`config.mk`:
```
export PLATFORM = sky130hd
export DESIGN_NAME = mod_n_updown_counter
export DESIGN_NICKNAME = d
export VERILOG_FILES = /design/src/rtl/mod_n_updown_counter_pkg.sv /design/src/rtl/tick_prescaler.sv /design/src/rtl/mod_n_updown_counter.sv
export SDC_FILE = /design/constraint.sdc
export NUM_CORES = 1
export LEC_CHECK = 0
export CAP_MARGIN = 0
export CORE_MARGIN = 2
export CORE_UTILIZATION = 46
export CTS_BUF_LIST = sky130_fd_sc_hd__clkbuf_16
export CTS_CLUSTER_DIAMETER = 120
export DETAILED_ROUTE_END_ITERATION = 6
export GPL_ROUTABILITY_DRIVEN = 0
export MAX_ROUTING_LAYER = met4
export PLACE_DENSITY = 0.83
export RECOVER_POWER = 50
export SLEW_MARGIN = 20
export SYNTH_ARGS = -nofsm -noshare
export SYNTH_HDL_FRONTEND = slang
export SYNTH_SLANG_ARGS = --single-unit
```
`constraint.sdc`:
```
create_clock -name clk -period 5.1 [get_ports clk]
set_clock_uncertainty 0.05 [all_clocks]
set_input_delay 1.02 -clock clk [delete_from_list [all_inputs] [get_ports clk]]
set_output_delay 1.02 -clock clk [all_outputs]
set_load 0.01 [all_outputs]
```
`src/rtl/mod_n_updown_counter_pkg.sv`:
```
// Shared constants and helpers for the modulo-N up/down counter.
package mod_n_updown_counter_pkg;

    localparam logic MODE_WRAP = 1'b0;
    localparam logic MODE_SAT  = 1'b1;
    localparam logic DIR_UP    = 1'b1;
    localparam logic DIR_DN    = 1'b0;

endpackage

```
`src/rtl/tick_prescaler.sv`:
```
// Clock-enable prescaler: one tick every PRESCALE enabled cycles.
module tick_prescaler #(
    parameter int PRESCALE = 1
) (
    input  logic clk,
    input  logic rst,
    input  logic en,
    input  logic clr,
    output logic tick
);

    if (PRESCALE == 1) begin : g_bypass
        logic unused_in;
        assign unused_in = ^{clk, rst, clr};
        assign tick = en;
    end else begin : g_div
        localparam int PW = $clog2(PRESCALE);

        logic [PW-1:0] pre_q;
        logic [PW-1:0] pre_d;

        // Phase 0 reloads to PRESCALE-1; tick fires as the phase returns to 0.
        always_comb begin
            pre_d = pre_q;
            if (en) begin
                if (pre_q == '0) pre_d = PW'(PRESCALE - 1);
                else             pre_d = pre_q - PW'(1);
            end
        end

        assign tick = en && (pre_q == PW'(1));

        always_ff @(posedge clk or posedge rst) begin
            if (rst)      pre_q <= '0;
            else if (clr) pre_q <= '0;
            else          pre_q <= pre_d;
        end
    end

endmodule

```
`src/rtl/mod_n_updown_counter.sv`:
```
// Modulo-N up/down counter with runtime modulus, load, clear,
// wrap/saturate mode and a clock-enable prescaler.
module mod_n_updown_counter
    import mod_n_updown_counter_pkg::*;
#(
    parameter int WIDTH    = 4,
    parameter int PRESCALE = 1
) (
    input  logic             clk,
    input  logic             rst,
    input  logic             en,
    input  logic             clr,
    input  logic             load,
    input  logic [WIDTH-1:0] load_val,
    input  logic             up_dn,
    input  logic             mode,
    input  logic [WIDTH-1:0] modulus,
    output logic [WIDTH-1:0] count,
    output logic             tc,
    output logic             at_limit,
    output logic             ovf_sticky
);

    logic             tick;
    logic             step;
    logic [WIDTH-1:0] count_q, count_d;
    logic             tc_q, tc_d;
    logic             ovf_q, ovf_d;

    tick_prescaler #(.PRESCALE(PRESCALE)) u_pre (
        .clk  (clk),
        .rst  (rst),
        .en   (en),
        .clr  (clr | load),
        .tick (tick)
    );

    assign step = en & tick;

    always_comb begin
        count_d = count_q;
        tc_d    = 1'b0;
        if (clr) begin
            count_d = '0;
        end else if (load) begin
            count_d = (load_val > modulus) ? modulus : load_val;
        end else if (step) begin
            if (up_dn == DIR_UP) begin
                if (count_q < modulus) begin
                    count_d = count_q + WIDTH'(1);
                end else begin
                    count_d = (mode == MODE_SAT) ? modulus : '0;
                    tc_d    = 1'b1;
                end
            end else begin
                // A count stranded above a lowered modulus snaps down to it.
                if (count_q > modulus) begin
                    count_d = modulus;
                end else if (count_q != '0) begin
                    count_d = count_q - WIDTH'(1);
                end else begin
                    count_d = (mode == MODE_SAT) ? '0 : modulus;
                    tc_d    = 1'b1;
                end
            end
        end
        ovf_d = clr ? 1'b0 : (ovf_q | tc_d);
    end

    always_ff @(posedge clk or posedge rst) begin
        if (rst) begin
            count_q <= '0;
            tc_q    <= 1'b0;
            ovf_q   <= 1'b0;
        end else begin
            count_q <= count_d;
            tc_q    <= tc_d;
            ovf_q   <= ovf_d;
        end
    end

    assign count      = count_q;
    assign tc         = tc_q;
    assign ovf_sticky = ovf_q;
    assign at_limit   = (up_dn == DIR_UP) ? (count_q == modulus)
                                          : (count_q == '0);

endmodule

```
==> results of run 1 <==
-- cells by family (layout without fill, tap and decap cells) --
logic type	Yosys count	after routing	share of synthesized area
AND/OR/NAND/NOR	36	36	0.233
buffers and inverters	12	33	0.0539
XOR/XNOR	2	2	0.0204
adder cells (fa/ha/maj)	11	11	0.160
flip-flops	6	6	0.175
multiplexers	5	5	0.0627
AO/OA/AOI/OAI	32	32	0.294
-- worst max path at each step --
| stage | start | end | slack (ns) |
|---|---|---|---|
| floorplan | modulus[3] | at_limit | 2.25 |
| global placement | modulus[3] | at_limit | 1.17 |
| detailed placement | modulus[3] | at_limit | 1.13 |
| CTS | modulus[3] | at_limit | 1.12 |
| global route | modulus[3] | at_limit | 1.04 |
| finish | modulus[3] | at_limit | 1.12 |
-- routing by layer --
metal	part of all wire	routed length, um	track usage
met2	0.48	1060	0.386
met5	0	0	-
met4	0.0064	14	0.0722
met3	0.061	133	0.0462
met1	0.45	984	0.302
-- worst max-delay path, stage by stage --
cell	delay [ns]
clkdlybuf4s50_1	0.52
inv_1	0.08
ha_1	0.35
nand2_2	0.10
nor2_4	0.14
nand2_1	0.06
o21ai_0	0.09
clkdlybuf4s50_1	0.56
-- flip-flops by register name, indices dropped and copies added (netlist names) --
register and count:
tc 1, ovf_sticky 1, count 4
-- area by class of cell --
cell class	count	area, um2	area share
sequential	6	150	0.129
multi-input combinational	86	662	0.569
clock buffer	3	75.1	0.0646
inverter	9	33.8	0.0291
tap	25	31.3	0.0269
timing repair buffer	21	210	0.181
-- placed cells by master (no fill, tap or decap), types with 2 or more instances in the layout --
master	count
nand3_1	2
a211o_1	3
o21ai_1	3
a21oi_1	7
inv_1	9
a31oi_1	2
clkdlybuf4s50_1	17
mux2_2	2
nand2_1	7
clkbuf_16	3
nor3_1	9
ha_1	11
nor2_1	7
dfrtp_1	6
mux2i_1	2
dlygate4sd3_1	4
-- through the flow --
stage | cells | util | power [W] | setup slack [ns]
after floorplan | 104 | - | 0.000149 | 2.25
after global routing | 150 | 0.666 | 0.000338 | 1.04
after CTS | 150 | 0.666 | 0.000321 | 1.12
after global placement | 147 | 0.623 | 0.000190 | 1.17
after detailed placement | 147 | 0.623 | 0.000193 | 1.13
final | 150 | 0.666 | 0.000319 | 1.12
-- power by group --
group	internal, W	switching [W]	leakage [nW]
sequential	0.0000523	0.0000100	0.0800
combinational	0.0000645	0.0000673	0.412
clock	0.000100	0.0000245	0.0370
total	0.000217	0.000102	0.529
==> flow_metrics.py, run 1 <==
metrics = {
    "outcome": {
        "status": "complete, no violations",
    },
    "setup_path": {
        "crit_arrival_ns": 2.91,
        "r2r_cells": 7,
        "r2r_end": "count[0]",
        "critPathRequiredTime_ns": 4.03,
        "critical_path_class": "in2out",
        "r2r_start": "count[2]",
        "ff2ff_setup_slack_ns": 3.00,
        "worst-path-max-fanout": 4,
        "start_kind": "input port",
        "cp-end-kind": "output pin",
    },
    "synth": {
        "postSynthAreaPerCell_um2": 8.25,
        "syn_area_um2": 858,
        "synth_ff_type": "dfrtp_1",
        "yosysUniqueCellTypes": 46,
        "ys_warn_count": 0,
        "syn_inst": 104,
        "synth_fp_nets": 130,
        "yosys-top-cells-count": "11 x ha_1, 9 x inv_1, 9 x nor3_1",
        "yosys-top-cells-area": "dfrtp_1 17%, ha_1 16%, nor3_1 5.2%, a21oi_1 4.1%, inv_1 3.9%",
        "synth_top_area_share": 0.175,
        "async_flop_share": 1.00,
        "yosysTopAreaCell": "dfrtp_1",
        "synth-edff-count": 0,
        "yosysSeqAreaShare": 0.175,
        "synth-seq-cells": 6,
        "post-synth-top-count-cell": "ha_1",
    },
    "worst_hold_path": {
        "min_path_type": "reg2reg",
        "hp-start": "ovf_sticky",
        "hold-path-cell-count": 2,
        "hold_end": "ovf_sticky",
    },
    "grt": {
        "track_usage": 0.240,
        "grt_start_max_net_pins": 14,
        "overflow": 0,
        "grt_antenna_before_repair": 0,
        "grt_pass1_wl_mm": 3.63,
        "grt_pass1_vias": 811,
    },
    "sta": {
        "tns_ns": 0,
        "finalHoldViolCount": 0,
        "finalSetupViolCount": 0,
        "drv_slew": 0,
        "fin_crit_sh": 0.781,
        "max_freq_mhz": 251,
        "slew_headroom": 0.697,
        "tightest_slew_ns": 0.453,
        "rsz0062_at_grt": "false",
        "min_period_ns": 3.98,
        "final.hold.worst_slack_ns": 0.504,
    },
    "power": {
        "leakage_nw": 0.529,
        "p_per_area_nw_per_um2": 275,
        "ir_drop_uv": 218,
    },
    "route": {
        "dr.first_iter.drc_count": 44,
        "first_pass_iters": 4,
        "drc": 0,
        "wire_per_inst_um": 14.6,
        "ant_nets": 0,
        "wl_mm": 2.19,
        "vias": 862,
        "via_per_inst": 5.75,
    },
    "cells_and_area": {
        "fillers": 148,
        "antenna_cells": 0,
        "drive_gt1_frac": 0.128,
        "final_area_um2": 1160,
        "layout.nets": 153,
        "synthToLayoutAreaGrowth_pct": 35.4,
    },
    "floorplanning": {
        "die_w_um": 47.2,
        "ios": 22,
        "die_y_um": 47.2,
        "core_um2": 1750,
        "rows": 15,
        "dieArea_um2": 2230,
        "initial_utilization": 0.492,
    },
    "clocking": {
        "cts_tree": "built",
        "cts_setup_buffers": 0,
        "root_buffer": "clkbuf_16",
        "cts_inserted_buffers": 3,
        "clkTransAtPathRegs_ns": 0.03,
        "cts_sinks": 6,
        "htree_levels": 1,
        "cts_hold_repair.buffers": 0,
        "cts_resized": 0,
        "cts_max_path_buffers": 2,
        "clock_latency_ns": 0.22,
    },
    "placed_design": {
        "io_buffer_count": 21,
        "dpl.hpwl_mm": 1.74,
        "dpl_cell_area_um2": 1090,
    },
    "flow_run": {
        "max_cap_violations": 0,
    },
}
Note: power is estimated with default switching activity, not from simulation.
==> inputs of run 2 (changes only) <==
==> constraint.sdc (replaced) <==
create_clock -name clk -period 3.9 [get_ports clk]
set_clock_uncertainty 0.05 [all_clocks]
set_input_delay 0.78 -clock clk [delete_from_list [all_inputs] [get_ports clk]]
set_output_delay 0.78 -clock clk [all_outputs]
set_load 0.01 [all_outputs]
==> flow_metrics.py, run 2 (synthesized netlist as in run 1, its figures left out) <==
metrics = {
    "clocking": {
        "clock_latency_ns": 0.22,
        "cts_setup_buffers": 0,
        "cts_tree": "built",
        "htree_levels": 1,
        "cts_sinks": 6,
        "cts_max_path_buffers": 2,
        "root_buffer": "clkbuf_16",
        "clkTransAtPathRegs_ns": 0.03,
        "cts_resized": 0,
        "cts_hold_repair.buffers": 0,
        "cts_inserted_buffers": 3,
    },
    "grt": {
        "grt_pass1_wl_mm": 3.65,
        "grt_pass1_vias": 811,
        "grt_start_max_net_pins": 14,
        "grt_antenna_before_repair": 0,
        "overflow": 0,
        "track_usage": 0.239,
    },
    "setup_path": {
        "critical_path_class": "in2out",
        "critPathRequiredTime_ns": 3.07,
        "worst-path-max-fanout": 4,
        "start_kind": "input port",
        "crit_arrival_ns": 2.67,
        "cp-end-kind": "output pin",
    },
    "sta": {
        "min_period_ns": 3.50,
        "finalHoldViolCount": 0,
        "finalSetupViolCount": 0,
        "tns_ns": 0,
        "fin_crit_sh": 0.896,
        "drv_slew": 0,
        "max_freq_mhz": 286,
        "slew_headroom": 0.704,
        "tightest_slew_ns": 0.442,
        "rsz0062_at_grt": "false",
    },
    "route": {
        "first_pass_iters": 4,
        "drc": 0,
        "dr.first_iter.drc_count": 38,
        "vias": 876,
        "ant_nets": 0,
        "via_per_inst": 5.84,
        "wl_mm": 2.18,
        "wire_per_inst_um": 14.5,
    },
    "placed_design": {
        "dpl.hpwl_mm": 1.72,
        "io_buffer_count": 21,
        "placed_cells": 147,
    },
    "cells_and_area": {
        "layout.nets": 153,
        "largest_reg_flops": 4,
        "fin_cells": 150,
        "final_cell_mix": "17 x clkdlybuf4s50_1, 11 x ha_1, 9 x inv_1, 9 x nor3_1",
        "fillers": 143,
        "final-seq-area_um2": 150,
        "multi_input_area_um2": 662,
        "final_common_cell": "clkdlybuf4s50_1",
        "antenna_cells": 0,
        "synthToLayoutAreaGrowth_pct": 35.4,
        "drive_gt1_frac": 0.128,
    },
    "outcome": {
        "status": "complete, no violations",
    },
    "power": {
        "p_clk_frac": 0.390,
        "seqPwrFrac": 0.196,
        "internal_power_w": 0.000284,
        "leakage_nw": 0.529,
        "comb_power_share": 0.414,
        "swShare": 0.317,
        "power.switching_w": 0.000132,
        "p_per_area_nw_per_um2": 358,
        "ir_drop_uv": 393,
    },
    "floorplanning": {
        "core_um2": 1750,
        "dieArea_um2": 2230,
        "ios": 22,
        "rows": 15,
        "die_w_um": 47.2,
        "initial_utilization": 0.492,
        "die_y_um": 47.2,
    },
    "worst_hold_path": {
        "min_path_type": "reg2reg",
    },
    "flow_run": {
        "max_cap_violations": 0,
    },
}
-- run 2: cell counts in the layout (fill, tap and decap cells not counted) --
No cell type changed its count.
-- run 2: metrics by stage --
| step | utilization | power (W) | setup WS (ns) | area, um2 | hold slack, ns |
|---|---|---|---|---|---|
| 2_1_floorplan | - | 0.000195 | 1.53 | 858 | 0.517 |
| 3_3_place_gp | 0.623 | 0.000249 | 0.452 | 1090 | 0.480 |
| 3_5_place_dp | 0.623 | 0.000253 | 0.410 | 1090 | 0.498 |
| 4_1_cts | 0.666 | 0.000417 | 0.403 | 1160 | 0.503 |
| 5_1_grt | 0.666 | 0.000439 | 0.302 | 1160 | 0.511 |
| 6_report | 0.666 | 0.000416 | 0.405 | 1160 | 0.499 |
-- run 2: layer usage --
metal / share of wire / vias to the layer above / global-route usage
met5: 0 / - / -
met4: 0 / 0 / 0.0111
met3: 0.058 / 0 / 0.0538
met2: 0.50 / 28 / 0.408
met1: 0.44 / 420 / 0.302
li1: - / 428 / -
-- run 2: worst paths after layout --
kind / startpoint / end / slack [ns] / cells past startpoint
worst max-delay path: modulus[3] / at_limit / 0.40 / 8
worst min register to register: ovf_sticky / ovf_sticky / 0.50 / 2
max in group asynchronous: rst / tc / 2.75 / 2
worst min-delay path: ovf_sticky / ovf_sticky / 0.50 / 2
worst max register to register: count[3] / count[0] / 1.78 / 7
min in group asynchronous: rst / count[0] / 0.87 / 2
-- run 2: worst max-delay path: stages --
cell	delay, ns
clkdlybuf4s50_1	0.52
inv_1	0.08
ha_1	0.35
nand2_2	0.10
nor2_4	0.14
nand2_1	0.06
o21ai_0	0.09
clkdlybuf4s50_1	0.55
-- run 2: power by group through the flow --
stage / registers [W] / logic [W] / clock network, W
floorplan: 0.0000791 / 0.000116 / 0
global placement: 0.0000816 / 0.000167 / 0
detailed placement: 0.0000819 / 0.000171 / 0
CTS: 0.0000811 / 0.000172 / 0.000164
global route: 0.0000824 / 0.000189 / 0.000167
finish: 0.0000815 / 0.000172 / 0.000162
-- run 2: area by class of cell --
type | instances | share of cell area
clock buffers | 3 | 0.0646
multi-input cells | 86 | 0.569
flip-flops and latches | 6 | 0.129
inverters | 9 | 0.0291
repair buffers | 21 | 0.181
well taps | 25 | 0.0269
==> inputs of run 3 (changes only) <==
--- a/config.mk
+++ b/config.mk
@@ -7,15 +7,15 @@
 export LEC_CHECK = 0
 export CAP_MARGIN = 0
 export CORE_MARGIN = 2
-export CORE_UTILIZATION = 46
+export CORE_UTILIZATION = 48
 export CTS_BUF_LIST = sky130_fd_sc_hd__clkbuf_16
 export CTS_CLUSTER_DIAMETER = 120
 export DETAILED_ROUTE_END_ITERATION = 6
 export GPL_ROUTABILITY_DRIVEN = 0
 export MAX_ROUTING_LAYER = met4
-export PLACE_DENSITY = 0.83
+export PLACE_DENSITY = 0.86
 export RECOVER_POWER = 50
-export SLEW_MARGIN = 20
+export SLEW_MARGIN = 40
 export SYNTH_ARGS = -nofsm -noshare
 export SYNTH_HDL_FRONTEND = slang
 export SYNTH_SLANG_ARGS = --single-unit
==> flow_metrics.py, run 3 (synthesized netlist as in run 1, its figures left out) <==
metrics = {
    "outcome": {
        "status": "complete, no violations",
    },
    "cells_and_area": {
        "final_common_cell": "clkdlybuf4s50_1",
        "fillers": 140,
        "fin_cells": 150,
        "largest_reg_flops": 4,
        "final_cell_mix": "17 x clkdlybuf4s50_1, 11 x ha_1, 9 x inv_1, 9 x nor3_1",
        "antenna_cells": 0,
        "drive_gt1_frac": 0.128,
        "layout.nets": 153,
        "synthToLayoutAreaGrowth_pct": 35.4,
        "utilization": 0.681,
    },
    "setup_path": {
        "cp-end-kind": "output pin",
        "critPathRequiredTime_ns": 3.07,
        "worstSetupPathDepth": 8,
        "cp.buffers_inverters": 3,
        "cp_cell_sequence": "clkdlybuf4s50_1, inv_1, ha_1, nand2_2, nor2_4, nand2_1, o21ai_0, clkdlybuf4s50_1",
        "critical_path.max_stage_delay_ns": 0.56,
        "worst_path_most_repeated_cell": "clkdlybuf4s50_1",
        "critical_path_class": "in2out",
        "crit_arrival_ns": 2.66,
        "startpoint": "modulus[3]",
        "r2r_start": "count[3]",
        "start_kind": "input port",
        "crit_family": "buffers and inverters",
        "slowest_stage": "clkdlybuf4s50_1",
        "r2r_cells": 6,
        "worst-path-max-fanout": 4,
    },
    "power": {
        "p_per_area_nw_per_um2": 359,
        "leakage_nw": 0.529,
        "ir_drop_uv": 390,
    },
    "placed_design": {
        "io_buffer_count": 21,
        "placed_cells": 147,
        "place_ws_ns": 0.401,
        "dpl.hpwl_mm": 1.70,
    },
    "clocking": {
        "cts_inserted_buffers": 3,
        "clkTransAtPathRegs_ns": 0.03,
        "cts_max_path_buffers": 2,
        "cts_setup_buffers": 0,
        "cts_sinks": 6,
        "root_buffer": "clkbuf_16",
        "cts_tree": "built",
        "cts_resized": 0,
        "htree_levels": 1,
        "cts_hold_repair.buffers": 0,
        "clock_latency_ns": 0.23,
    },
    "grt": {
        "track_usage": 0.249,
        "grt_pass1_vias": 834,
        "grt_antenna_before_repair": 0,
        "grt_start_max_net_pins": 14,
        "grt_pass1_wl_mm": 3.72,
        "overflow": 0,
    },
    "floorplanning": {
        "die_y_um": 46.3,
        "ios": 22,
        "rows": 15,
        "dieArea_um2": 2140,
        "die_w_um": 46.3,
        "initial_utilization": 0.503,
        "core_um2": 1710,
    },
    "sta": {
        "max_freq_mhz": 286,
        "finalHoldViolCount": 0,
        "fin_ws_ns": 0.407,
        "tns_ns": 0,
        "finalSetupViolCount": 0,
        "rsz0062_at_grt": "false",
        "min_period_ns": 3.49,
        "tightest_slew_ns": 0.434,
        "drv_slew": 0,
        "fin_crit_sh": 0.896,
        "slew_headroom": 0.710,
    },
    "route": {
        "first_pass_iters": 4,
        "via_per_inst": 5.89,
        "drc": 0,
        "wl_mm": 2.17,
        "wire_per_inst_um": 14.5,
        "ant_nets": 0,
        "vias": 884,
        "dr.first_iter.drc_count": 28,
    },
    "worst_hold_path": {
        "hp-start": "ovf_sticky",
        "hold-path-cell-count": 2,
        "min_path_type": "reg2reg",
    },
    "flow_run": {
        "max_cap_violations": 0,
    },
}
[run 3: per-stage QoR]
step	hold slack, ns	total power (W)	instance area, um2
final	0.492	0.000417	1160
after global routing	0.538	0.000445	1160
after floorplan	0.517	0.000195	858
after detailed placement	0.481	0.000253	1090
after global placement	0.481	0.000249	1090
after CTS	0.494	0.000419	1160
[run 3: cell type report]
class | instances | area [um2] | share of cell area
multi-input combinational | 86 | 662 | 0.569
sequential | 6 | 150 | 0.129
tap | 25 | 31.3 | 0.0269
clock buffer | 3 | 75.1 | 0.0646
inverter | 9 | 33.8 | 0.0291
timing repair buffer | 21 | 210 | 0.181
[run 3: worst reg2reg max path: stages (launching register included)]
cell and delay (ns):
dfrtp_1 0.47, ha_1 0.37, a21oi_2 0.26, a21oi_4 0.13, a211o_1 0.34, a211oi_1 0.28
nor2_1 0.08
[run 3: final timing paths]
path	to	slack (ns)
min in group asynchronous	count[3]	0.86
max in group asynchronous	count[1]	2.76
min reg2reg	ovf_sticky	0.49
min	ovf_sticky	0.49
max reg2reg	count[2]	1.79
max	at_limit	0.41
[run 3: where the power goes]
part | switching, W | internal, W
logic | 0.0000878 | 0.0000843
clock network | 0.0000322 | 0.000131
registers | 0.0000128 | 0.0000685
total | 0.000133 | 0.000284
[run 3: metal layers]
layer / vias to the layer above / wire, um / track usage / share of wire
met5: - / 0 / - / 0
met4: 0 / 46 / 0.0400 / 0.021
met3: 8 / 116 / 0.0588 / 0.053
met2: 41 / 1040 / 0.386 / 0.48
met1: 407 / 965 / 0.333 / 0.44
li1: 428 / - / - / -
